## config.mk

```make
export PLATFORM = sky130hd
export DESIGN_NAME = detect_window_counter
export DESIGN_NICKNAME = d
export VERILOG_FILES = /design/src/rtl/detect_window_counter.sv
export SDC_FILE = /design/constraint.sdc
export NUM_CORES = 1
export LEC_CHECK = 0
export BUFFER_PORTS_ARGS = -buffer_cell sky130_fd_sc_hd__buf_2
export CORE_UTILIZATION = 40
export DETAILED_ROUTE_END_ITERATION = 8
export GPL_ROUTABILITY_DRIVEN = 1
export SYNTH_ARGS = -nofsm -noshare
export SYNTH_HDL_FRONTEND = slang
export SYNTH_SLANG_ARGS = --single-unit
```

## constraint.sdc

```tcl
create_clock -name clk -period 3 [get_ports clk]
set_input_delay 0.6 -clock clk [delete_from_list [all_inputs] [get_ports clk]]
set_output_delay 0.6 -clock clk [all_outputs]
set_load 0.005 [all_outputs]
```

## src/rtl/detect_window_counter.sv

```systemverilog
// Counts single-cycle detection pulses over a programmable window of cycles and
// presents the total, a threshold alarm and a saturation flag on a valid/ready result port.
module detect_window_counter #(
  parameter int unsigned CNT_W  = 8,
  parameter int unsigned WIN_W  = 16,
  parameter int unsigned THRESH = 3
) (
  input  logic             clk,
  input  logic             rst,
  input  logic             z,
  input  logic             start,
  input  logic [WIN_W-1:0] win_len,
  output logic             busy,
  output logic [CNT_W-1:0] count,
  output logic             res_valid,
  input  logic             res_ready,
  output logic             alarm,
  output logic             sat
);

  localparam logic [CNT_W-1:0] CNT_MAX = '1;
  localparam logic [WIN_W-1:0] REM_ONE = WIN_W'(1);

  typedef enum logic [1:0] {
    S_IDLE   = 2'd0,
    S_COUNT  = 2'd1,
    S_REPORT = 2'd2
  } state_e;

  state_e           state_q, state_d;
  logic [WIN_W-1:0] rem_q, rem_d;
  logic [CNT_W-1:0] count_q, count_d;
  logic             sat_q, sat_d;
  logic             busy_q, busy_d;
  logic             res_valid_q, res_valid_d;
  logic             alarm_q, alarm_d;
  logic             start_ok;

  // A start is only meaningful with a non-zero window length.
  assign start_ok = start && (win_len != '0);

  always_ff @(posedge clk) begin
    if (rst) begin
      state_q     <= S_IDLE;
      rem_q       <= '0;
      count_q     <= '0;
      sat_q       <= 1'b0;
      busy_q      <= 1'b0;
      res_valid_q <= 1'b0;
      alarm_q     <= 1'b0;
    end else begin
      state_q     <= state_d;
      rem_q       <= rem_d;
      count_q     <= count_d;
      sat_q       <= sat_d;
      busy_q      <= busy_d;
      res_valid_q <= res_valid_d;
      alarm_q     <= alarm_d;
    end
  end

  always_comb begin
    state_d = state_q;
    rem_d   = rem_q;
    count_d = count_q;
    sat_d   = sat_q;

    unique case (state_q)
      S_IDLE: begin
        if (start_ok) begin
          rem_d   = win_len;
          count_d = '0;
          sat_d   = 1'b0;
          state_d = S_COUNT;
        end
      end

      S_COUNT: begin
        if (z) begin
          if (count_q == CNT_MAX) begin
            sat_d = 1'b1;
          end else begin
            count_d = count_q + CNT_W'(1);
          end
        end
        rem_d = rem_q - REM_ONE;
        if (rem_q == REM_ONE) begin
          state_d = S_REPORT;
        end
      end

      S_REPORT: begin
        // Result backpressure: nothing moves until the consumer takes it.
        if (res_ready) begin
          if (start_ok) begin
            rem_d   = win_len;
            count_d = '0;
            sat_d   = 1'b0;
            state_d = S_COUNT;
          end else begin
            state_d = S_IDLE;
          end
        end
      end

      default: begin
        state_d = S_IDLE;
      end
    endcase

    // Status flags are registered from the next state so they align with it.
    busy_d      = (state_d == S_COUNT);
    res_valid_d = (state_d == S_REPORT);
    alarm_d     = (state_d == S_REPORT) && (32'(count_d) >= 32'(THRESH));
  end

  assign busy      = busy_q;
  assign count     = count_q;
  assign res_valid = res_valid_q;
  assign alarm     = alarm_q;
  assign sat       = sat_q;

endmodule

```

==> results of run 1 <==
[cell type report]
cell class / instances / area share, %
inverters: 9 / 1.75
flip-flops and latches: 30 / 31.0
clock buffers: 7 / 4.46
well taps: 50 / 3.23
clock inverters: 1 / 0.259
repair buffers: 32 / 8.27
multi-input cells: 157 / 51.0
[metal layers]
metal  vias up  global-route usage, %  wire (um)
met5         -                      0          0
met4         0                   7.98         71
met3         7                   6.42        316
met2        60                   27.8       1740
met1       776                   30.1       2200
li1        843                      -          -
[final timing paths]
| kind | endpoint |
|---|---|
| hold / removal | rem_q[7] |
| setup reg to reg | rem_q[13] |
| setup / recovery | rem_q[13] |
| hold reg to reg | rem_q[7] |
[per-stage QoR]
stage	worst slack (ps)	power (mW)	hold WS, ps	util [%]
floorplan	966	0.603	461	-
global placement	597	0.650	484	45.8
detailed placement	564	0.649	486	45.8
CTS	794	0.987	496	48.0
global route	602	1.03	513	48.0
finish	765	0.978	493	48.0
[state kept, by name (all words and copies together), names as in the netlist]
signal,count
rem_q,16
count,8
state_q,2
alarm,1
busy,1
res_valid,1
sat,1
[cells in the mapped netlist (2+ instances only)]
cell type	n
or4_4	4
xor2_1	3
nor2_1	19
inv_1	9
a41oi_1	2
a31oi_1	8
clkbuf_1	3
a211oi_1	6
clkbuf_8	3
nor3_1	6
a2111oi_0	2
o211ai_1	2
nand3_1	5
and2b_2	2
ha_1	3
or3_1	4
nand2_1	14
a21oi_1	22
nand2b_1	5
a21o_1	2
and3_1	5
dfxtp_1	30
nor4_1	9
nand4_1	3
o21ai_0	9
[where the power goes]
part | total (mW) | switching, mW | leakage [nW] | internal, mW
clock network | 0.334 | 0.149 | 0.0482 | 0.185
logic | 0.189 | 0.110 | 0.504 | 0.0789
registers | 0.456 | 0.0305 | 0.246 | 0.425
total | 0.978 | 0.290 | 0.798 | 0.689
[cells by family after synthesis]
| logic type | Yosys count |
|---|---|
| AO/OA/AOI/OAI | 65 |
| XOR/XNOR | 3 |
| adder cells (fa/ha/maj) | 3 |
| buffers and inverters | 18 |
| flip-flops | 30 |
| multiplexers | 1 |
| AND/OR/NAND/NOR | 85 |
[worst reg2reg max path: cells and delay by family (launching register included)]
family	cells	cell delay [ps]
AOI/OAI and AO/OA	2	290
and+or+nand+nor	3	1480
DFF	1	390
==> results.py, run 1 <==
metrics = {
    "outcome": {
        "status": "completed",
    },
    "timing": {
        "hold_viol": 0,
        "fin_setup_tns_ps": 0,
        "rsz0062_at_grt": "false",
        "fin_crit_ps": 2230,
        "slew_violations": 0,
        "setup_violations": 0,
        "worstMarginPinSlew_ps": 514,
        "fmax_ghz": 0.447,
        "min_period_over_period_pct": 74.5,
        "slew_headroom_pct": 65.4,
        "finalClockSkew_ps": 7.98,
    },
    "power_and_ir_drop": {
        "peakVddDrop_mv": 0.372,
        "cellPowerDensity_nw_per_um2": 505,
        "p_leak_nw": 0.798,
    },
    "critical_path": {
        "slowest_stage": "or4b_1",
        "worstSetupStartpointType": "flip-flop",
        "crit_family": "simple AND/OR/NAND/NOR gates",
        "critical_path.max_stage_delay_ps": 630,
        "r2r_start": "rem_q[0]",
        "required_ps": 3200,
        "crit_chain": "or4b_1 -> or4_4 -> or3_1 -> a2bb2oi_1 -> a21oi_1",
        "reg2regPathDepth": 5,
        "worstSetupPathType": "flip-flop to flip-flop",
        "crit_buf_inv": 0,
        "crit_fanout": 7,
        "cp-end-kind": "flip-flop",
        "worst-r2r-setup-slack_ps": 770,
        "worstPathArrival_ps": 2440,
        "cp.depth": 5,
        "crit_path_start": "rem_q[0]",
    },
    "job": {
        "cap_violations": 0,
    },
    "synthesis": {
        "synth_fp_nets": 229,
        "yosys_warnings": 0,
        "synthDistinctLibCells": 50,
        "synth_compound_area_share_pct": 25.6,
        "synth_fa_ha_area_share_pct": 2.21,
        "yosysSeqAreaShare_pct": 35.4,
        "avgSynthCellArea_um2": 8.28,
        "synthCells": 205,
        "synth_ff_type": "dfxtp_1",
        "synth-async-reset-ratio_pct": 0,
        "synth-simple-area-share_pct": 28.2,
        "synth_top_family_by_area": "simple AND/OR/NAND/NOR gates",
        "syn_area_um2": 1700,
        "yosys_register_bits": 30,
        "synth.area.top_cells": "dfxtp_1 35%, a21oi_1 6.5%, nor2_1 4.2%, nor4_1 3.3%, nand2_1 3.1%",
        "yosys.area_share.xor_xnor_pct": 1.55,
        "synth_top_cell_by_area": "dfxtp_1",
        "synth_edf_count": 0,
        "muxShareOfSynthArea_pct": 0.590,
        "synth_top_area_share_pct": 35.4,
    },
    "floorplan": {
        "dieArea_um2": 4510,
        "die_w_um": 67.2,
        "die_h_um": 67.2,
        "core.rowCount": 23,
        "pin_count": 33,
        "coreArea_um2": 4030,
        "start_util_pct": 42.1,
    },
    "final_layout": {
        "final_area_um2": 1940,
        "final-seq-area_um2": 601,
        "final_cell_mix": "32 x buf_2, 30 x dfxtp_1, 22 x a21oi_1, 19 x nor2_1, 14 x nand2_1",
        "final_nets": 259,
        "synthToLayoutAreaGrowth_pct": 14.0,
        "layout_commonest_cell": "buf_2",
        "fill_cells": 423,
        "drive_above_1_share_pct": 22.5,
        "diodes": 0,
        "multi_input_area_um2": 987,
        "finalNonFillerCells": 286,
    },
    "detailed_routing": {
        "ant_nets": 0,
        "drt_wl_total_um": 4320,
        "drtPass1Iterations": 4,
        "drc_errors": 0,
        "wire_per_inst_um": 15.1,
        "dr.first_iter.drc_count": 104,
        "vias_per_cell": 5.90,
        "vias": 1686,
    },
    "clocking": {
        "clk_pin_slew_worst_paths_ps": 70,
        "numClockSinks": 30,
        "post_cts_buffers": 0,
        "cts_root_buf": "clkbuf_8",
        "worstSkewPairLatency_ps": 280,
        "cts_buffer_depth": 2,
        "htreeDepth": 2,
        "cts_inserted_buffers": 5,
        "hold_buffers": 0,
        "ctsResizeCount": 0,
        "cts_tree": "done",
    },
    "grt": {
        "overflow": 0,
        "grt_max_degree": 27,
        "antenna_found_initial": 0,
        "grt_pass1_vias": 1466,
        "grt_first_pass_wirelength_um": 6960,
        "grt_usage_pct": 20.7,
    },
    "worst_hold_path": {
        "min_from": "rem_q[7]",
        "min_path_type": "flip-flop to flip-flop",
        "hold_depth": 2,
    },
    "placement": {
        "dpl_cell_area_um2": 1840,
        "place_inst": 278,
        "hpwlAfterDp_um": 3070,
        "place.gp.congestion": 0.858,
        "io_buffers": 32,
    },
}
Note: power is estimated with default switching activity, not from simulation.
==> run 2, diff against run 1 <==
Settings changed: ABC_AREA set to 1.
Clock period 3 ns to 2.3 ns, I/O delays scaled along.
==> run 2 against run 1 <==
Against the previous run: final area increased by 21%; power grew 42%; final cell count increased by 42%; register-to-register slack got worse by 280 ps; critical path depth up 5; setup slack lost 280 ps; highest routed layer unchanged; combinational power grew 80%; largest cell class unchanged; sequential share of layout area is 5.4 points lower; die area grew 20%; synthesized area grew 21%.
==> results.py, run 2 <==
metrics = {
    "outcome": {
        "status": "completed",
    },
    "floorplan": {
        "dieArea_um2": 5410,
        "pin_count": 33,
        "start_util_pct": 42.5,
        "coreArea_um2": 4820,
        "die_h_um": 73.6,
        "die_w_um": 73.6,
        "core.rowCount": 25,
    },
    "placement": {
        "hpwlAfterDp_um": 3810,
        "place.gp.congestion": 0.857,
        "io_buffers": 32,
    },
    "critical_path": {
        "cp-end-kind": "flip-flop",
        "worstSetupStartpointType": "flip-flop",
        "required_ps": 2470,
        "crit_family": "simple AND/OR/NAND/NOR gates",
        "worstPathArrival_ps": 1980,
        "crit_top_cell": "inv_1",
        "crit_chain": "inv_1 -> ha_1 -> inv_1 -> nor2_2 -> nand2_1 -> inv_1 -> nand3_1 -> xnor2_1 -> o21ai_0 -> a21oi_1",
        "worstSetupPathType": "flip-flop to flip-flop",
        "crit_fanout": 5,
        "slowest_stage": "dfxtp_1",
        "crit_buf_inv": 3,
        "critical_path.max_stage_delay_ps": 330,
    },
    "detailed_routing": {
        "vias": 2056,
        "drc_errors": 0,
        "vias_per_cell": 5.06,
        "met3_length_um": 200,
        "wl_met2_um": 2460,
        "drt_wl_total_um": 5130,
        "wire_per_inst_um": 12.6,
        "wl_met1_um": 2360,
        "drtPass1Iterations": 4,
        "dr.first_iter.drc_count": 95,
        "highest_layer": "met4",
        "ant_nets": 0,
    },
    "clocking": {
        "htreeDepth": 2,
        "hold_buffers": 0,
        "worstSkewPairLatency_ps": 290,
        "cts_root_buf": "clkbuf_8",
        "ctsResizeCount": 0,
        "cts_inserted_buffers": 5,
        "numClockSinks": 30,
        "clk_pin_slew_worst_paths_ps": 70,
        "post_cts_buffers": 0,
        "cts_buffer_depth": 2,
        "cts_tree": "done",
    },
    "timing": {
        "fmax_ghz": 0.552,
        "rsz0062_at_grt": "false",
        "min_period_over_period_pct": 78.8,
        "hold_viol": 0,
        "worstMarginPinSlew_ps": 452,
        "fin_setup_tns_ps": 0,
        "finalClockSkew_ps": 6.87,
        "slew_violations": 0,
        "fin_crit_ps": 1810,
        "slew_headroom_pct": 69.8,
        "setup_violations": 0,
    },
    "synthesis": {
        "synth-async-reset-ratio_pct": 0,
        "synth_common_cells": "70 x nand2_1, 40 x nor2_1, 30 x dfxtp_1",
        "synthDistinctLibCells": 40,
        "yosys_register_bits": 30,
        "yosysMostFrequentCell": "nand2_1",
        "yosysSeqAreaShare_pct": 29.3,
        "yosys_warnings": 0,
        "synth_edf_count": 0,
        "synth_ff_type": "dfxtp_1",
        "synth_top_cell_by_area": "dfxtp_1",
        "synth_top_area_share_pct": 29.3,
        "synth.area.top_cells": "dfxtp_1 29%, nand2_1 13%, nor2_1 7.3%, a21oi_1 4.4%, inv_1 4.4%",
        "syn_area_um2": 2050,
        "avgSynthCellArea_um2": 6.70,
        "synth_fp_nets": 330,
        "synthCells": 306,
    },
    "final_layout": {
        "final_cell_mix": "70 x nand2_1, 40 x nor2_1, 32 x buf_2, 30 x dfxtp_1, 24 x inv_1",
        "final_nets": 362,
        "diodes": 0,
        "layout_commonest_cell": "nand2_1",
        "fill_cells": 522,
        "top_register": "rem_q",
        "utilization_pct": 48.6,
        "largest_reg_flops": 16,
        "synthToLayoutAreaGrowth_pct": 14.2,
        "drive_above_1_share_pct": 24.5,
    },
    "job": {
        "cap_violations": 0,
    },
    "grt": {
        "grt_first_pass_wirelength_um": 8830,
        "overflow": 0,
        "grt_pass1_vias": 2007,
        "antenna_found_initial": 0,
        "grt_max_degree": 25,
        "grt_usage_pct": 21.3,
    },
    "power_and_ir_drop": {
        "cellPowerDensity_nw_per_um2": 595,
        "p_leak_nw": 1.08,
        "total_power_mw": 1.39,
        "peakVddDrop_mv": 0.402,
    },
    "worst_hold_path": {
        "min_path_type": "input port to flip-flop",
    },
}
[run 2: cell count changes after synthesis, sizes merged, moves of 4 or more]
cell | before | now
nand2 | 15 | 82
nor2 | 19 | 50
inv | 9 | 31
nand3 | 5 | 20
o21ai | 10 | 21
nor4 | 9 | 1
and3 | 5 | 0
nand2b | 5 | 0
or4 | 5 | 0
a21oi | 22 | 18
a31oi | 8 | 4
or3 | 4 | 0
[run 2: kinds of logic (layout without fill, tap and decap cells)]
family | Yosys count | after routing | synth area share [%]
simple gates | 165 | 165 | 39.3
compound gates | 60 | 60 | 17.6
buf+inv | 42 | 75 | 9.34
flops | 30 | 30 | 29.3
xor+xnor | 6 | 6 | 2.56
fa+ha+maj | 3 | 3 | 1.83
[run 2: metrics by stage]
stage / cells / instance area, um^2 / setup slack (ps) / hold WS (ps)
6_report: 406 / 2340 / 488 / 446
4_1_cts: 406 / 2340 / 500 / 442
2_1_floorplan: 306 / 2050 / 769 / 439
5_1_grt: 406 / 2340 / 271 / 456
3_5_place_dp: 398 / 2240 / 446 / 460
3_3_place_gp: 398 / 2240 / 483 / 456
[run 2: where the power goes]
group | internal [mW] | switching, mW
Clock | 0.240 | 0.219
Sequential | 0.555 | 0.0366
Combinational | 0.126 | 0.214
Total | 0.921 | 0.470
[run 2: cell type report]
type | count | area [um^2] | area share [%]
multi-input combinational | 234 | 1260 | 53.7
sequential | 30 | 601 | 25.7
timing repair buffer | 35 | 183 | 7.81
inverter | 32 | 120 | 5.13
tap | 67 | 83.8 | 3.58
clock buffer | 6 | 82.6 | 3.53
clock inverter | 2 | 12.5 | 0.535
[run 2: routing by layer]
metal,GRT usage (%),up-vias
met1,25.5,925
li1,-,1071
met5,0,-
met4,10.0,0
met3,3.57,10
met2,36.9,50
[run 2: worst min-delay path, delay by kind of cell]
kind                   cells  cell delay, ps
AND/OR/NAND/NOR            1              60
buffers and inverters      1             100
AO/OA/AOI/OAI              1              70
[run 2: worst paths after layout]
kind,startpoint,endpoint,slack (ps),cells after the start
worst max-delay path,rem_q[0],rem_q[10],490,10
worst min-delay path,win_len[0],rem_q[0],450,3
worst max register to register,rem_q[0],rem_q[10],490,10
worst min register to register,rem_q[5],rem_q[5],460,2
